[src/rtl/tagged_resp_pkg.sv]
// Shared types and helpers for the tagged out-of-order responder.
package tagged_resp_pkg;

    // Lifecycle of one outstanding-request slot.
    typedef enum logic [1:0] {
        FREE  = 2'd0,
        WAIT  = 2'd1,
        READY = 2'd2
    } slot_state_e;

    // Width of a slot index. At least one bit, even for a single slot.
    function automatic int idx_width(input int num_slots);
        return (num_slots > 1) ? $clog2(num_slots) : 1;
    endfunction

endpackage

[src/rtl/tagged_ooo_responder_chk.sv]
// Simulation-only protocol checks for the tagged out-of-order responder.
module tagged_ooo_responder_chk #(
    parameter int DataWidth = 32,
    parameter int NumSlots  = 4,
    parameter int IdWidth   = 4
) (
    input  logic                          clk,
    input  logic                          rst,
    input  logic                          req_valid,
    input  logic                          req_ready,
    input  logic [IdWidth-1:0]            req_id,
    input  logic [NumSlots-1:0]           occupied,
    input  logic [NumSlots*IdWidth-1:0]   ids_flat,
    input  logic                          resp_valid,
    input  logic                          resp_ready,
    input  logic [IdWidth-1:0]            resp_id,
    input  logic [DataWidth-1:0]          resp_data
);

    logic                 hold_r;
    logic [IdWidth-1:0]   held_id_r;
    logic [DataWidth-1:0] held_data_r;

    // Remember whether the previous cycle ended with a stalled response.
    always_ff @(posedge clk or posedge rst) begin
        if (rst) begin
            hold_r      <= 1'b0;
            held_id_r   <= '0;
            held_data_r <= '0;
        end else begin
            hold_r      <= resp_valid & ~resp_ready;
            held_id_r   <= resp_id;
            held_data_r <= resp_data;
        end
    end

    // Edge-sampled protocol assertions.
    always @(posedge clk) begin
        assert (NumSlots > 0) else $error("responder: NumSlots must be positive");
        if (!rst && hold_r) begin
            assert (resp_valid && resp_id == held_id_r && resp_data == held_data_r)
                else $error("responder: response changed while stalled");
        end
        if (!rst && req_valid && req_ready) begin
            for (int i = 0; i < NumSlots; i++) begin
                if (occupied[i]) begin
                    assert (ids_flat[i*IdWidth +: IdWidth] != req_id)
                        else $error("responder: request ID %0h already outstanding", req_id);
                end
            end
        end
    end

endmodule

[src/rtl/tagged_ooo_responder_slot.sv]
// One outstanding-request slot: captures ID/payload on allocation, counts the
// requested latency down, and presents itself READY until its response is taken.
module responder_slot
    import tagged_resp_pkg::*;
#(
    parameter int DataWidth = 32,
    parameter int IdWidth   = 4,
    parameter int LatWidth  = 4
) (
    input  logic                 clk,
    input  logic                 rst,
    input  logic                 alloc,
    input  logic [LatWidth-1:0]  alloc_lat,
    input  logic [IdWidth-1:0]   alloc_id,
    input  logic [DataWidth-1:0] alloc_data,
    input  logic                 rel,
    output slot_state_e          slot_state,
    output logic [IdWidth-1:0]   slot_id,
    output logic [DataWidth-1:0] slot_data
);

    slot_state_e          state_r;
    slot_state_e          state_s;
    logic [LatWidth-1:0]  cnt_r;
    logic [LatWidth-1:0]  cnt_s;
    logic [IdWidth-1:0]   id_r;
    logic [DataWidth-1:0] data_r;
    logic                 capture_s;

    // Capture only happens when the slot is genuinely free.
    assign capture_s = alloc & (state_r == FREE);

    // Next-state and countdown logic; the counter saturates at zero.
    always_comb begin
        state_s = state_r;
        cnt_s   = cnt_r;
        case (state_r)
            FREE: begin
                if (alloc) begin
                    if (alloc_lat == '0) begin
                        state_s = READY;
                        cnt_s   = '0;
                    end else begin
                        state_s = WAIT;
                        cnt_s   = alloc_lat;
                    end
                end else begin
                    state_s = FREE;
                end
            end
            WAIT: begin
                if (cnt_r <= LatWidth'(1)) begin
                    state_s = READY;
                    cnt_s   = '0;
                end else begin
                    cnt_s   = cnt_r - LatWidth'(1);
                end
            end
            READY: begin
                if (rel) begin
                    state_s = FREE;
                end else begin
                    state_s = READY;
                end
            end
            default: begin
                state_s = FREE;
                cnt_s   = '0;
            end
        endcase
    end

    // State and counter registers.
    always_ff @(posedge clk or posedge rst) begin
        if (rst) begin
            state_r <= FREE;
            cnt_r   <= '0;
        end else begin
            state_r <= state_s;
            cnt_r   <= cnt_s;
        end
    end

    // Request ID and payload held for the lifetime of the slot.
    always_ff @(posedge clk or posedge rst) begin
        if (rst) begin
            id_r   <= '0;
            data_r <= '0;
        end else if (capture_s) begin
            id_r   <= alloc_id;
            data_r <= alloc_data;
        end else begin
            id_r   <= id_r;
            data_r <= data_r;
        end
    end

    assign slot_state = state_r;
    assign slot_id    = id_r;
    assign slot_data  = data_r;

endmodule

[src/rtl/tagged_ooo_responder.sv]
// Variable-latency responder that returns ID-tagged responses out of order.
// Lowest-index free slot takes each request; READY slots are served
// round-robin, and a stalled response is locked until it is consumed.
module tagged_ooo_responder
    import tagged_resp_pkg::*;
#(
    parameter int DataWidth = 32,
    parameter int NumSlots  = 4,
    parameter int IdWidth   = 4,
    parameter int LatWidth  = 4
) (
    input  logic                 clk_i,
    input  logic                 rst_i,
    input  logic                 req_valid_i,
    output logic                 req_ready_o,
    input  logic [IdWidth-1:0]   req_id_i,
    input  logic [DataWidth-1:0] req_data_i,
    input  logic [LatWidth-1:0]  req_lat_i,
    output logic                 resp_valid_o,
    input  logic                 resp_ready_i,
    output logic [IdWidth-1:0]   resp_id_o,
    output logic [DataWidth-1:0] resp_data_o,
    output logic                 busy_o
);

    localparam int IdxW = idx_width(NumSlots);

    slot_state_e                 slot_state_s [NumSlots];
    logic [IdWidth-1:0]          slot_id_s    [NumSlots];
    logic [DataWidth-1:0]        slot_data_s  [NumSlots];
    logic [NumSlots-1:0]         free_s;
    logic [NumSlots-1:0]         ready_s;
    logic [NumSlots-1:0]         alloc_s;
    logic [NumSlots-1:0]         rel_s;
    logic [NumSlots*IdWidth-1:0] ids_flat_s;

    logic                        accept_s;
    logic                        handshake_s;
    logic                        pick_valid_s;
    logic [IdxW-1:0]             pick_idx_s;
    logic                        sel_valid_s;
    logic [IdxW-1:0]             sel_idx_s;
    logic [IdxW-1:0]             rr_next_s;

    logic [IdxW-1:0]             rr_r;
    logic                        lock_valid_r;
    logic [IdxW-1:0]             lock_idx_r;

    for (genvar g = 0; g < NumSlots; g++) begin : g_slot
        responder_slot #(
            .DataWidth (DataWidth),
            .IdWidth   (IdWidth),
            .LatWidth  (LatWidth)
        ) u_slot (
            .clk        (clk_i),
            .rst        (rst_i),
            .alloc      (alloc_s[g]),
            .alloc_lat  (req_lat_i),
            .alloc_id   (req_id_i),
            .alloc_data (req_data_i),
            .rel        (rel_s[g]),
            .slot_state (slot_state_s[g]),
            .slot_id    (slot_id_s[g]),
            .slot_data  (slot_data_s[g])
        );
        assign free_s[g]                          = (slot_state_s[g] == FREE);
        assign ready_s[g]                         = (slot_state_s[g] == READY);
        assign ids_flat_s[g*IdWidth +: IdWidth]   = slot_id_s[g];
    end

    // Acceptance depends only on registered slot state, never on req_valid_i.
    assign req_ready_o = |free_s;
    assign busy_o      = ~(&free_s);
    assign accept_s    = req_valid_i & req_ready_o;

    // Priority encoder: the accepted request goes to the lowest free slot.
    always_comb begin
        logic taken;
        taken   = 1'b0;
        alloc_s = '0;
        for (int i = 0; i < NumSlots; i++) begin
            alloc_s[i] = accept_s & free_s[i] & ~taken;
            taken      = taken | free_s[i];
        end
    end

    // Round-robin search over READY slots starting at rr_r.
    always_comb begin
        int              cand;
        logic [IdxW-1:0] cand_idx;
        cand         = 0;
        cand_idx     = '0;
        pick_valid_s = 1'b0;
        pick_idx_s   = '0;
        for (int off = 0; off < NumSlots; off++) begin
            cand = int'(rr_r) + off;
            if (cand >= NumSlots) begin
                cand = cand - NumSlots;
            end else begin
                cand = cand;
            end
            cand_idx     = IdxW'(cand);
            pick_idx_s   = (ready_s[cand_idx] & ~pick_valid_s) ? cand_idx : pick_idx_s;
            pick_valid_s = pick_valid_s | ready_s[cand_idx];
        end
    end

    // A locked grant overrides the arbiter so a stalled response cannot change.
    assign sel_valid_s = lock_valid_r | pick_valid_s;
    assign sel_idx_s   = lock_valid_r ? lock_idx_r : pick_idx_s;
    assign handshake_s = sel_valid_s & resp_ready_i;
    assign rr_next_s   = (sel_idx_s == IdxW'(NumSlots - 1)) ? '0 : sel_idx_s + IdxW'(1);

    assign resp_valid_o = sel_valid_s;
    assign resp_id_o    = sel_valid_s ? slot_id_s[sel_idx_s]   : '0;
    assign resp_data_o  = sel_valid_s ? slot_data_s[sel_idx_s] : '0;

    // Release strobe for the slot whose response was consumed this cycle.
    always_comb begin
        rel_s = '0;
        for (int i = 0; i < NumSlots; i++) begin
            rel_s[i] = handshake_s & (sel_idx_s == IdxW'(i));
        end
    end

    // Round-robin pointer and grant lock.
    always_ff @(posedge clk_i or posedge rst_i) begin
        if (rst_i) begin
            rr_r         <= '0;
            lock_valid_r <= 1'b0;
            lock_idx_r   <= '0;
        end else if (handshake_s) begin
            rr_r         <= rr_next_s;
            lock_valid_r <= 1'b0;
            lock_idx_r   <= '0;
        end else if (sel_valid_s) begin
            rr_r         <= rr_r;
            lock_valid_r <= 1'b1;
            lock_idx_r   <= sel_idx_s;
        end else begin
            rr_r         <= rr_r;
            lock_valid_r <= 1'b0;
            lock_idx_r   <= lock_idx_r;
        end
    end

    tagged_ooo_responder_chk #(
        .DataWidth (DataWidth),
        .NumSlots  (NumSlots),
        .IdWidth   (IdWidth)
    ) u_chk (
        .clk        (clk_i),
        .rst        (rst_i),
        .req_valid  (req_valid_i),
        .req_ready  (req_ready_o),
        .req_id     (req_id_i),
        .occupied   (~free_s),
        .ids_flat   (ids_flat_s),
        .resp_valid (resp_valid_o),
        .resp_ready (resp_ready_i),
        .resp_id    (resp_id_o),
        .resp_data  (resp_data_o)
    );

endmodule

[config.mk]
export PLATFORM = sky130hd
export DESIGN_NAME = tagged_ooo_responder
export DESIGN_NICKNAME = d
export VERILOG_FILES = /design/src/rtl/tagged_resp_pkg.sv /design/src/rtl/tagged_ooo_responder_chk.sv /design/src/rtl/tagged_ooo_responder_slot.sv /design/src/rtl/tagged_ooo_responder.sv
export SDC_FILE = /design/constraint.sdc
export NUM_CORES = 1
export LEC_CHECK = 0
export ABC_AREA = 1
export BUFFER_PORTS_ARGS = -buffer_cell sky130_fd_sc_hd__buf_2
export CELL_PAD_IN_SITES_DETAIL_PLACEMENT = 1
export CELL_PAD_IN_SITES_GLOBAL_PLACEMENT = 1
export CORE_MARGIN = 1
export CORE_UTILIZATION = 43
export CTS_CLUSTER_DIAMETER = 60
export DETAILED_ROUTE_END_ITERATION = 10
export PLACE_DENSITY = 0.76
export SLEW_MARGIN = 15
export SYNTH_ARGS = -nofsm -noshare
export SYNTH_HDL_FRONTEND = slang
export SYNTH_SLANG_ARGS = --single-unit
[constraint.sdc]
create_clock -name clk_i -period 6.75 [get_ports clk_i]
set_input_delay 1.0125 -clock clk_i [delete_from_list [all_inputs] [get_ports clk_i]]
set_output_delay 1.0125 -clock clk_i [all_outputs]
set_load 0.01 [all_outputs]
==> results.sh <==
export IMPL_rsz0062_at_grt="false"
export IMPL_die_w_um=145
export IMPL_multiInputGateArea_sq_um=3600
export IMPL_post_cts_setup_buffers=0
export IMPL_end_kind="primary output"
export IMPL_tightestPinTransition_ps=1130
export IMPL_syn_to_final_growth_pct=12.3
export IMPL_htreeDepth=4
export IMPL_ctsRootBufferMaster="clkbuf_16"
export IMPL_synth_seq_area_share_pct=49.1
export IMPL_worstHoldStart="g_slot[3].u_slot.slot_data[25]"
export IMPL_fmax_mhz=215
export IMPL_antenna_found_initial=0
export IMPL_num_vias=7778
export IMPL_hp_class="flip-flop to flip-flop"
export IMPL_ff_latch_area_sq_um=4330
export IMPL_place_congestion=0.813
export IMPL_rows=52
export IMPL_worst_setup_path_start_kind="flip-flop"
export IMPL_drtAntennaViolNets=0
export IMPL_ctsResizeCount=0
export IMPL_cts_tree="built"
export IMPL_nNetsFinal=1258
export IMPL_drt_pass1_iterations=5
export IMPL_hold_path_end="g_slot[3].u_slot.slot_data[25]"
export IMPL_cts_hold_repair_buffers=0
export IMPL_dp_hpwl_um=14500
export IMPL_setup_violations=0
export IMPL_r2r_slack_ps=3590
export IMPL_ys_types=32
export IMPL_clockBufferDepth=2
export IMPL_critPathKind="flip-flop to primary output"
export IMPL_synth_area_leaders="dfrtp_1 49%, nand2_1 15%, o21ai_0 9.5%"
export IMPL_vias_per_cell=5.23
export IMPL_yosysTopAreaCellShare_pct=49.1
export IMPL_drtIter0Drc=403
export IMPL_whs_path_depth=2
export IMPL_synth_nets=1214
export IMPL_status="finished, final reports clean"
export IMPL_drive_gt1_share_pct=12.2
export IMPL_yosys_warnings=0
export IMPL_peakVddDrop_mv=0.314
export IMPL_grtUsageTotal_pct=24.8
export IMPL_insertedDiodeCount=0
export IMPL_period_needed_ps=4660
export IMPL_grt_remaining_overflow=0
export IMPL_wl_per_cell_um=16.4
export IMPL_skew_ps=10.5
export IMPL_initial_core_util_pct=43.7
export IMPL_wl_um=24400
export IMPL_die_area_sq_um=21100
export IMPL_required_ps=5740
export IMPL_whs_ps=483
export IMPL_grt_first_pass_wirelength_um=41900
export IMPL_clock_latency_ps=430
export IMPL_io_buffers=82
export IMPL_power_leakage_uw=0.00514
export IMPL_power_density_nw_per_um2=594
export IMPL_grt_max_degree=76
export IMPL_fp_dieH_um=145
export IMPL_synth_avg_cell_area_sq_um=7.60
export IMPL_power_uw=5880
export IMPL_n_fill_cell=2515
export IMPL_synth_area_leader_cell="dfrtp_1"
export IMPL_r2r_end="g_slot[3].u_slot.slot_state[1]"
export IMPL_syn_inst=1161
export IMPL_cts_buffers=17
export IMPL_ioPinCount=83
export IMPL_drcViolationCount=0
export IMPL_max_slew_margin_pct=24.6
export IMPL_core_region_area_sq_um=20200
export IMPL_ff2ff_path_depth=11
export IMPL_final_setup_tns_ps=0
export IMPL_maxSlewViolCount=0
export IMPL_cp_arrival_ps=3650
export IMPL_r2r_start="rr_r[0]"
export IMPL_cp_max_fo=42
export IMPL_grt_pass1_vias=8234
export IMPL_netlist_area_sq_um=8820
export IMPL_post_route_period_util_pct=69.0
export IMPL_ys_ff_latch=173
export IMPL_clkSinkCount=173
export IMPL_maxCapViolCount=0
export IMPL_hold_viol_final=0
export IMPL_path_clk_slew_ps=70
[worst max-delay path, cell delays in order, from the launching register on]
cell,delay [ps]
dfrtp_1,510
inv_4,170
nand3_1,150
nand2_1,110
nand2_1,80
nand2_1,130
nand4_1,90
nand2_1,80
nand3_2,70
nand2_2,670
buf_4,500
nand2_1,100
nand2_1,70
nand2_1,50
a21oi_1,220
buf_2,170
[power breakdown]
part / total (uW) / internal, uW / leakage [uW] / switching (uW)
clock: 962 / 528 / 0.000276 / 434
sequential: 1820 / 1520 / 0.00219 / 296
combinational: 3100 / 1050 / 0.00268 / 2050
total: 5880 / 3100 / 0.00514 / 2780
[metal layers]
layer	vias to the layer above	GRT usage, %	part of all wire, %
met3	25	4.78	2.8
li1	3796	-	-
met1	3844	30.9	46
met2	113	44.1	50
met4	0	6.05	1.1
met5	-	0	0
[cell families (layout without fill, tap and decap cells)]
| kind of cell | count (synthesis) | in the layout | share of synthesized area (%) |
|---|---|---|---|
| compound gates | 234 | 234 | 13.8 |
| xor+xnor | 5 | 5 | 0.497 |
| fa+ha+maj | 9 | 9 | 1.28 |
| buf+inv | 222 | 278 | 10.4 |
| flops | 173 | 173 | 49.1 |
| mux | 3 | 3 | 0.383 |
| simple gates | 515 | 515 | 24.6 |
[cell usage in the layout, fill, tap and decap left out, types with 2 or more instances in the layout]
cell,instances
nand2_1,344
clkbuf_16,17
xnor2_1,5
nand3_2,7
o21ai_1,2
o21ai_0,167
o32ai_1,2
inv_6,3
ha_1,9
mux2_2,3
buf_4,11
clkinv_4,4
inv_1,147
nand2_2,5
buf_2,82
o22ai_1,14
nand3_1,125
a21boi_1,2
o211ai_1,2
nor4_1,3
dfrtp_1,173
a31oi_1,2
inv_2,5
clkinvlp_4,2
nand4_1,6
nor3_1,2
clkinv_2,3
nor2_1,20
clkbuf_8,2
a21oi_1,41
[sequential cells by signal, summed over array words and instances (netlist names)]
| signal | count |
|---|---|
| g_slot.u_slot.slot_state | 8 |
| lock_idx_r | 2 |
| lock_valid_r | 1 |
| g_slot.u_slot.slot_id | 16 |
| rr_r | 2 |
| g_slot.u_slot.slot_data | 128 |
| g_slot.u_slot.cnt_r | 16 |
[per-stage QoR]
step / area, sq um / instances / worst slack [ps] / utilization, %
after floorplan: 8820 / 1161 / 1050 / -
after global placement: 9340 / 1456 / 2700 / 46.3
after detailed placement: 9340 / 1456 / 2560 / 46.3
after CTS: 9910 / 1487 / 2040 / 49.1
after global routing: 9910 / 1487 / 1760 / 49.1
final: 9910 / 1487 / 2090 / 49.1
[cells in the mapped netlist (all sizes together)]
cell,number
o32ai,2
buf,30
inv,154
clkbuf,38
o211ai,2
o31ai,1
nand3,132
or2,1
mux2,3
xnor2,5
nor3,3
o22ai,14
a21boi,3
a31oi,2
nor4,3
a21oi,41
nand2,349
nor2,21
nand4,6
o21ai,169
dfrtp,173
ha,9
[area by class of cell]
type / instances / share of cell area, %
timing repair buffer: 93 / 4.98
clock inverter: 12 / 1.14
inverter: 154 / 5.91
tap: 270 / 3.41
sequential: 173 / 43.7
clock buffer: 19 / 4.57
multi-input combinational: 766 / 36.3
[worst max path at each step]
stage | start | endpoint | slack (ps) | cells after the start
after global placement | rr_r[0] | resp_id_o[2] | 2700 | 15
after detailed placement | rr_r[0] | resp_id_o[2] | 2560 | 15
after global routing | rr_r[0] | resp_id_o[2] | 1760 | 15
after floorplan | rst_i | g_slot[0].u_slot.cnt_r[0] | 1050 | 1
after CTS | rr_r[0] | resp_data_o[7] | 2040 | 15
final | rr_r[0] | resp_id_o[2] | 2090 | 15
Power figures use the tool's default switching activity.
